--- src/rtl/pipe_scroller.sv ---
// rtl/pipe_scroller.sv - two-pipe right-to-left scroller with gap latching and scoring
module pipe_scroller #(
    parameter int SCREEN_W = 640,
    parameter int SPACING  = 320,
    parameter int SPEED    = 2,
    parameter int TICK_DIV = 65536,
    parameter int BIRD_X   = 160,
    parameter int GAP_RST  = 100
) (
    input  logic        clk,
    input  logic        Reset,
    input  logic        start,
    input  logic        hit,
    input  logic        restart,
    input  logic [15:0] gap1_in,
    input  logic [15:0] gap2_in,
    output logic [15:0] pipe_pos1,
    output logic [15:0] pipe_pos2,
    output logic [15:0] gap1,
    output logic [15:0] gap2,
    output logic [15:0] score,
    output logic        score_pls,
    output logic        running
);

    localparam int          PW         = $clog2(TICK_DIV);
    localparam logic [PW-1:0] PRESC_MAX = PW'(TICK_DIV - 1);
    localparam logic [15:0] P_SCREEN_W = 16'(SCREEN_W);
    localparam logic [15:0] P_POS2_RST = 16'(SCREEN_W + SPACING);
    localparam logic [15:0] P_SPEED    = 16'(SPEED);
    localparam logic [15:0] P_BIRD_X   = 16'(BIRD_X);
    localparam logic [15:0] P_GAP_RST  = 16'(GAP_RST);

    typedef enum logic [1:0] {S_IDLE, S_RUN, S_DEAD} state_t;

    state_t        r_state;
    state_t        w_next_state;
    logic [PW-1:0] r_presc;
    logic [15:0]   r_pos1;
    logic [15:0]   r_pos2;
    logic [15:0]   r_gap1;
    logic [15:0]   r_gap2;
    logic [15:0]   r_score;
    logic          r_score_pls;
    logic          r_running;

    logic          w_tick;
    logic          w_step;
    logic          w_reload;
    logic [15:0]   w_new_pos1;
    logic [15:0]   w_new_pos2;
    logic          w_pass1;
    logic          w_pass2;
    logic [16:0]   w_sum;
    logic [15:0]   w_score_sat;

    always_ff @(posedge clk or posedge Reset) begin
        if (Reset) begin
            r_state <= S_IDLE;
        end else begin
            r_state <= w_next_state;
        end
    end

    always_comb begin
        w_next_state = r_state;
        w_reload     = 1'b0;
        case (r_state)
            S_IDLE: if (start) w_next_state = S_RUN;
            S_RUN:  if (hit)   w_next_state = S_DEAD;
            S_DEAD: begin
                if (restart) begin
                    w_next_state = S_IDLE;
                    w_reload     = 1'b1;
                end
            end
            default: w_next_state = S_IDLE;
        endcase
    end

    assign w_tick = (r_presc == PRESC_MAX);
    // a hit on the tick cycle suppresses the step entirely
    assign w_step = (r_state == S_RUN) && !hit && w_tick;

    assign w_new_pos1 = (r_pos1 == 16'd0) ? P_SCREEN_W : r_pos1 - P_SPEED;
    assign w_new_pos2 = (r_pos2 == 16'd0) ? P_SCREEN_W : r_pos2 - P_SPEED;
    assign w_pass1    = (w_new_pos1 == P_BIRD_X);
    assign w_pass2    = (w_new_pos2 == P_BIRD_X);

    assign w_sum       = {1'b0, r_score} + 17'(w_pass1) + 17'(w_pass2);
    assign w_score_sat = w_sum[16] ? 16'hFFFF : w_sum[15:0];

    always_ff @(posedge clk or posedge Reset) begin
        if (Reset) begin
            r_presc     <= '0;
            r_pos1      <= P_SCREEN_W;
            r_pos2      <= P_POS2_RST;
            r_gap1      <= P_GAP_RST;
            r_gap2      <= P_GAP_RST;
            r_score     <= 16'd0;
            r_score_pls <= 1'b0;
            r_running   <= 1'b0;
        end else begin
            r_running   <= (r_state == S_RUN);
            r_score_pls <= 1'b0;
            if (r_state == S_RUN && !hit && !w_tick) begin
                r_presc <= r_presc + 1'b1;
            end else begin
                r_presc <= '0;
            end
            if (w_reload) begin
                r_pos1  <= P_SCREEN_W;
                r_pos2  <= P_POS2_RST;
                r_gap1  <= P_GAP_RST;
                r_gap2  <= P_GAP_RST;
                r_score <= 16'd0;
            end else if (w_step) begin
                r_pos1 <= w_new_pos1;
                r_pos2 <= w_new_pos2;
                if (r_pos1 == 16'd0) r_gap1 <= gap1_in;
                if (r_pos2 == 16'd0) r_gap2 <= gap2_in;
                if (w_pass1 || w_pass2) begin
                    r_score     <= w_score_sat;
                    r_score_pls <= 1'b1;
                end
            end
        end
    end

    assign pipe_pos1 = r_pos1;
    assign pipe_pos2 = r_pos2;
    assign gap1      = r_gap1;
    assign gap2      = r_gap2;
    assign score     = r_score;
    assign score_pls = r_score_pls;
    assign running   = r_running;

endmodule

--- config.mk ---
export PLATFORM = sky130hd
export DESIGN_NAME = pipe_scroller
export DESIGN_NICKNAME = d
export VERILOG_FILES = /design/src/rtl/pipe_scroller.sv
export SDC_FILE = /design/constraint.sdc
export NUM_CORES = 1
export LEC_CHECK = 0
export ABC_AREA = 1
export BUFFER_PORTS_ARGS = -buffer_cell sky130_fd_sc_hd__buf_2
export CAP_MARGIN = 20
export CORE_MARGIN = 2
export CORE_UTILIZATION = 50
export CTS_CLUSTER_SIZE = 40
export DETAILED_ROUTE_END_ITERATION = 8
export PLACE_DENSITY_LB_ADDON = 0.08
export SLEW_MARGIN = 15
export SYNTH_ARGS = -nofsm -noshare
export SYNTH_HDL_FRONTEND = slang
export SYNTH_SLANG_ARGS = --single-unit
--- constraint.sdc ---
create_clock -name clk -period 2.9 [get_ports clk]
set_input_delay 0.435 -clock clk [delete_from_list [all_inputs] [get_ports clk]]
set_output_delay 0.435 -clock clk [all_outputs]
set_load 0.005 [all_outputs]
=== After elaboration in Yosys (flattened, before gate mapping) ===
Index checks and enable logic that the tools add are counted.

* Output and inout bits: 82
* Flip-flop bits (word level): 100
* Logic and storage cells: 65
* Memories: 0
* Bits in latches: 0
* Memory bits (writable): 0
* ROM bits: 0

* Add/sub/neg operators: 5
* Magnitude comparators: 0
* Multiply operators: 0
* Div/mod/pow operators: 0
* Equality and inequality tests: 8
* Shift-type cells: 0
* Bitwise operators: 0
* Reductions and logical operators: 17
* Muxes and demuxes: 26

{| class="wikitable"
|+ Operator list
! operator !! number
|-
| $mux 16 || 17
|-
| $eq 16x8->1 const B || 2
|-
| $logic_not 16->1 || 2
|-
| $sub 16x2->16 const B || 2
|-
| $add 16x1->17 || 1
|-
| $add 17x1->17 || 1
|-
| $add 16x1->16 const B || 1
|-
| $eq 16x16->1 const B || 1
|-
| $reduce_bool 2->1 || 4
|-
| $mux 2 || 3
|-
| $ne 2x2->1 const B || 3
|-
| $pmux 2 s3 || 1
|-
| $reduce_and 2->1 || 3
|-
| $mux 1 || 5
|-
| $logic_and 1x1->1 || 3
|-
| $reduce_and 3->1 || 1
|-
| $eq 2x1->1 const B || 1
|-
| $eq 2x2->1 const B || 1
|-
| $logic_not 1->1 || 2
|-
| $logic_not 2->1 || 1
|-
| $logic_or 1x1->1 || 1
|}

=== Logic depth before layout (Yosys ltp) ===
* Word-level depth: 9
* Depth in mapped cells: 23

=== Least setup slack after synthesis ===
Ideal clock, no wire load.

* Kind: register to register
* Start: reg r_pos1[1] (netlist: pipe_pos1[1])
* End: reg r_score[14] (netlist: score[14])
* Required time: 2835 ps
* Arrival time: 3130 ps
* Setup slack: -296 ps
* Cell stages (with the launch flop): 22
* Clock period less this slack: 3196 ps
* Path buffers: 0
* Cells stage by stage: dfrtp_1 -> inv_1 -> ha_1 -> nand2_1 -> nor2_1 -> nand3_1 -> nand3_1 -> nand2_1 -> nor3_1 -> nand2_1 -> inv_1 -> fa_1 -> ha_1 -> nand3_1 -> nor3_1 -> nand3_1 -> nor2_1 -> nand3_1 -> o21ai_0 -> a21o_1 -> nand3_1 -> nand2_1

* Longest elaborated chain between the ends: 9

{| class="wikitable"
|+ RTL lines
! what !! RTL line !! text
|-
| from (decl) || 39 || <nowiki>logic [15:0] r_pos1;</nowiki>
|-
| from (signal assigned) || 118 || <nowiki>r_pos1 <= w_new_pos1;</nowiki>
|-
| $sub 16x2->16 or $logic_not 16->1 (tied branches) || 85 || <nowiki>assign w_new_pos1 = (r_pos1 == 16'd0) ? P_SCREEN_W : r_pos1 - P_SPEED;</nowiki>
|-
| $mux 16 (*) || 85 ||
|-
| $eq 16x8->1 (*) || 87 || <nowiki>assign w_pass1 = (w_new_pos1 == P_BIRD_X);</nowiki>
|-
| $add 16x1->17 || 90 || <nowiki>assign w_sum = {1'b0, r_score} + 17'(w_pass1) + 17'(w_pass2);</nowiki>
|-
| $add 17x1->17 || 90 ||
|-
| $mux 16 || 91 || <nowiki>assign w_score_sat = w_sum[16] ? 16'hFFFF : w_sum[15:0];</nowiki>
|-
| $mux 16 || 122 || <nowiki>if (w_pass1 || w_pass2) begin</nowiki>
|-
| $mux 16 || 117 || <nowiki>end else if (w_step) begin</nowiki>
|-
| $mux 16 || 111 || <nowiki>if (w_reload) begin</nowiki>
|-
| to (signal assigned) || 123 || <nowiki>r_score <= w_score_sat;</nowiki>
|-
| to (decl) || 43 || <nowiki>logic [15:0] r_score;</nowiki>
|}

Every way passes the cells marked *; elsewhere a longest branch is shown, timed or not. The select of a mux whose other input is x is not followed.
A chain may end at the register's enable or synchronous reset.

=== Worst setup path after layout ===
* Start: reg r_pos2[3] (netlist: pipe_pos2[3])
* End: reg r_score[4] (netlist: score[4])

* Longest elaborated chain between the ends: 8

{| class="wikitable"
|+ RTL lines
! what !! RTL line !! text
|-
| from (decl) || 40 || <nowiki>logic [15:0] r_pos2;</nowiki>
|-
| from (signal assigned) || 119 || <nowiki>r_pos2 <= w_new_pos2;</nowiki>
|-
| $sub 16x2->16 or $logic_not 16->1 (tied branches) || 86 || <nowiki>assign w_new_pos2 = (r_pos2 == 16'd0) ? P_SCREEN_W : r_pos2 - P_SPEED;</nowiki>
|-
| $mux 16 (*) || 86 ||
|-
| $eq 16x8->1 (*) || 88 || <nowiki>assign w_pass2 = (w_new_pos2 == P_BIRD_X);</nowiki>
|-
| $add 17x1->17 || 90 ||
|-
| $mux 16 || 91 ||
|-
| $mux 16 || 122 ||
|-
| $mux 16 || 117 ||
|-
| $mux 16 || 111 ||
|}

Marked as above.

==> metrics.md <==
| Metric | Value |
|---|---|
| Layout cell share with drive strength beyond 1 | 40.45% |
| Simple-gate share of the synthesized area | 35.22% |
| Post-Synth Adder-Cell Area | 1.228% |
| Footprint of the multi-input gates | 3103 µm² |
| Final setup margin | -0.3769 ns |
| Total CTS buffers | 9 |
| Post-synthesis xor/xnor area fraction | 1.382% |
| Crit Path Category | reg -> reg |
| Final ANT Viol Nets | 0 |
| Syn nets | 809 |
| Async SR Flop Fraction | 100.0% |
| Status | finished, violations left |
| Pwr Density | 844.8 nW/µm² |
| Vias per inst | approximately 5.2 |
| Violated checks | setup timing |
| TritonCTS clock tree | done |
| Port Buffer Count | 118 |
| Final total power | about 0.007 W |
| Distinct cells, synth | 42 |
| Drt pass-1 iters | 5 |
| Count of pins over their slew limit | 0 |
| Top cell type's share of synthesized area | 38.60% |
| DP Cell Count | 1,102 |
| Num ports | 119 |
| Fin util | 71.40% |
| Synthesis-to-layout area growth | 41.05% |
| Critical path arrival | 3.57 ns |
| Most common cell after layout, fill and taps aside | nand2_1 |
| Total global-route track usage | 27.56% |
| Largest net degree at the start of global routing | around 100 |
| # clock sinks | 100 |
| GRT overflow | 0 |
| Setup Skew | 0.007139 ns |
| Clock root buffer | clkbuf_16 |
| Crit start category | flip-flop |
| Clk_lat worst skew | approximately 0.35 ns |
| Register area | 2520 µm² |
| Die X | 110.8 µm |
| Synth area leaders | dfrtp_1 39%, nand2_1 15%, nand3_1 6.7%, inv_1 5.8%, nor2_1 5.7% |
| Vias in the first global route | 5,923 |
| Yosys warnings | 0 |
| Crit path time final | between 3 and 4 ns |
| Initial antenna violation count | 0 |
| P_leak | 4.298 nW |
| Compound-Gate Fraction of Synth Area | 9.276% |
| Drt total wl | 16,970 µm |
| Tcrit/Tclk final | 113.0% |
| H-tree levels | 3 |
| Worst Tran Pin Value | 0.8141 ns |
| Mean Syn Cell Area | 7.439 µm² |
| Die Ht | 110.8 µm |
| EDFF count, synth | 0 |
| Clock-pin slew on the worst setup and hold paths | about 0.070 ns |
| Syn Std Cell Area | ~5700 µm² |
| Final Hold Fails | 0 |
| RSZ-0062 raised after global routing | true |
| Biggest area consumer among synthesized cells | dfrtp_1 |
| Max clock buf depth | 2 |
| Global-route wire length before repair | 27,790 µm |
| Post-synth top flop | dfrtp_1 |
| Number of cell rows | 39 |
| Post-synthesis sequential area ratio | ~44% |
| Die area | 12,280 µm² |
| Final Setup Violations | 16 |
| Pre-CTS WS | -0.4911 ns |
| Post-DP HPWL | 11,220 µm |
| Seq cells post-synth | 100 |
| GP Congestion | around 0.90 |
| Fmax | slightly above 300 MHz |
| DRC | 0 |
| Fillers | 916 |
| Maximum vdd ir drop | 0.0007020 V |
| Via Count | 6,015 |
| Worst-path maximum fanout | 8 |
| Worst EP required | 3.20 ns |
| DR WL/cell | 14.71 µm |
| Min-delay worst type | in -> async |
| Initial Utilization | 50.62% |
| Core ar. | around 11,000 µm² |
| Cells after synthesis | 767 |
| Hold_buf cts | 0 |
| Most frequent cells in the layout | 197 x nand2_1, 123 x buf_4, 118 x buf_2 |
| DR iter-0 viols | 429 |
| WHS | 0.2151 ns |
| Antenna Cells | 0 |
| Non-Filler Instances | 1,154 |
| Final net count | 1,048 |
| Mux cell area share after synthesis | 0% |
| Max Cap Viol | 0 |
| Worst setup EP type | flip-flop |
| Largest family of logic cells by synthesized area | simple AND/OR/NAND/NOR gates |
| Relative slew slack | between 40 and 50% |
## final timing paths
check	end	start	depth (start not counted)	slack, ns
setup / recovery	score[4]$_DFFE_PP0P_	pipe_pos2[3]$_DFFE_PP0P_	24	-0.38
hold / removal	gap2[1]$_DFFE_PP0P_	Reset	3	0.22
setup reg to reg	score[4]$_DFFE_PP0P_	pipe_pos2[3]$_DFFE_PP0P_	24	-0.38
hold reg to reg	r_presc[0]$_DFF_PP0_	r_presc[0]$_DFF_PP0_	1	0.46
max in group asynchronous	pipe_pos2[4]$_DFFE_PP0P_	Reset	3	2.24
min in group clk	r_state[1]$_DFFE_PP0P_	restart	2	0.28
## cells by family (layout without fill, tap and decap cells)
kind of cell             count (synthesis)  in the layout
adder cells (fa/ha/maj)                  5              5
XOR/XNOR                                 9              9
flip-flops                             100            100
AND/OR/NAND/NOR                        448            450
buffers and inverters                  116            358
AO/OA/AOI/OAI                           89             89
## critical path: stages, from the launching register on
cell	delay, ns
dfrtp_2	0.44
buf_6	0.14
nor2_4	0.13
nand2_4	0.10
nor2_4	0.11
nand2_2	0.08
nand2_2	0.08
nand3_2	0.07
nor2_2	0.10
nand3_1	0.10
nor2_2	0.13
nand2_2	0.10
inv_2	0.07
fa_2	0.25
ha_4	0.16
nand3_4	0.09
nor3_4	0.23
buf_6	0.14
inv_4	0.04
nor2_4	0.10
nand3_2	0.11
buf_6	0.19
nand2_2	0.06
nand3_1	0.08
nand2_1	0.10
## stage by stage
step | cell area, µm² | setup TNS (ns)
global route | 8048 | -8.503
detailed placement | 7132 | -6.782
CTS | 7866 | -3.151
floorplan | 5787 | -0.09156
finish | 8048 | -5.424
global placement | 7132 | -6.407
## registers in the layout (all words and copies together) (netlist names)
register	flops
gap2	16
r_presc	16
running	1
score_pls	1
pipe_pos2	16
pipe_pos1	16
gap1	16
score	16
r_state	2
## metal layers
| layer | track usage (%) | wire, µm | vias up |
|---|---|---|---|
| met3 | 6.288 | 865 | 39 |
| met5 | 0 | 0 | - |
| met2 | 47.73 | 8649 | 204 |
| met4 | 10.83 | 399 | 0 |
| li1 | - | - | 2932 |
| met1 | 33.38 | 7057 | 2840 |
## power breakdown
group	switching (W)	internal, W
clock network	0.000561	0.000612
registers	0.000252	0.00177
logic	0.00192	0.00169
total	0.00273	0.00407
## what timing repair did
item / in CTS / in global routing
setup buffers: 25 / 9
cloned: 2 / 0
endpoints found under the setup margin: 16 / 16
resized for setup: 67 / 34
pin swaps: 33 / 28
## synth_stat cells (2+ instances only)
cell and number:
o21ai_2 2, nor2_4 6, nor2_2 9, nand2_4 5, xor2_1 6, or2_2 9
inv_2 6, nor3b_1 4, clkbuf_1 5, a21o_1 2, nor4_1 5, ha_1 4
nor3_2 2, nor3_1 8, xnor2_1 3, nand2_2 2, inv_1 88, nand3_2 3
o22ai_2 3, buf_6 7, nand2_1 221, o21ai_1 32, buf_2 10, nand4_1 7
dfrtp_1 88, nand3_1 76, dfstp_2 12, nor2_1 86, o21ai_0 22, a21oi_1 6
o22ai_1 17
## layout make-up
class	instances	share of cell area (%)
clock buffer	10	2.970
clock inverter	6	0.5752
tap	143	2.223
sequential	100	31.31
inverter	94	4.462
multi-input combinational	553	38.56
timing repair buffer	248	19.90
(Power assumes the default switching activity.)
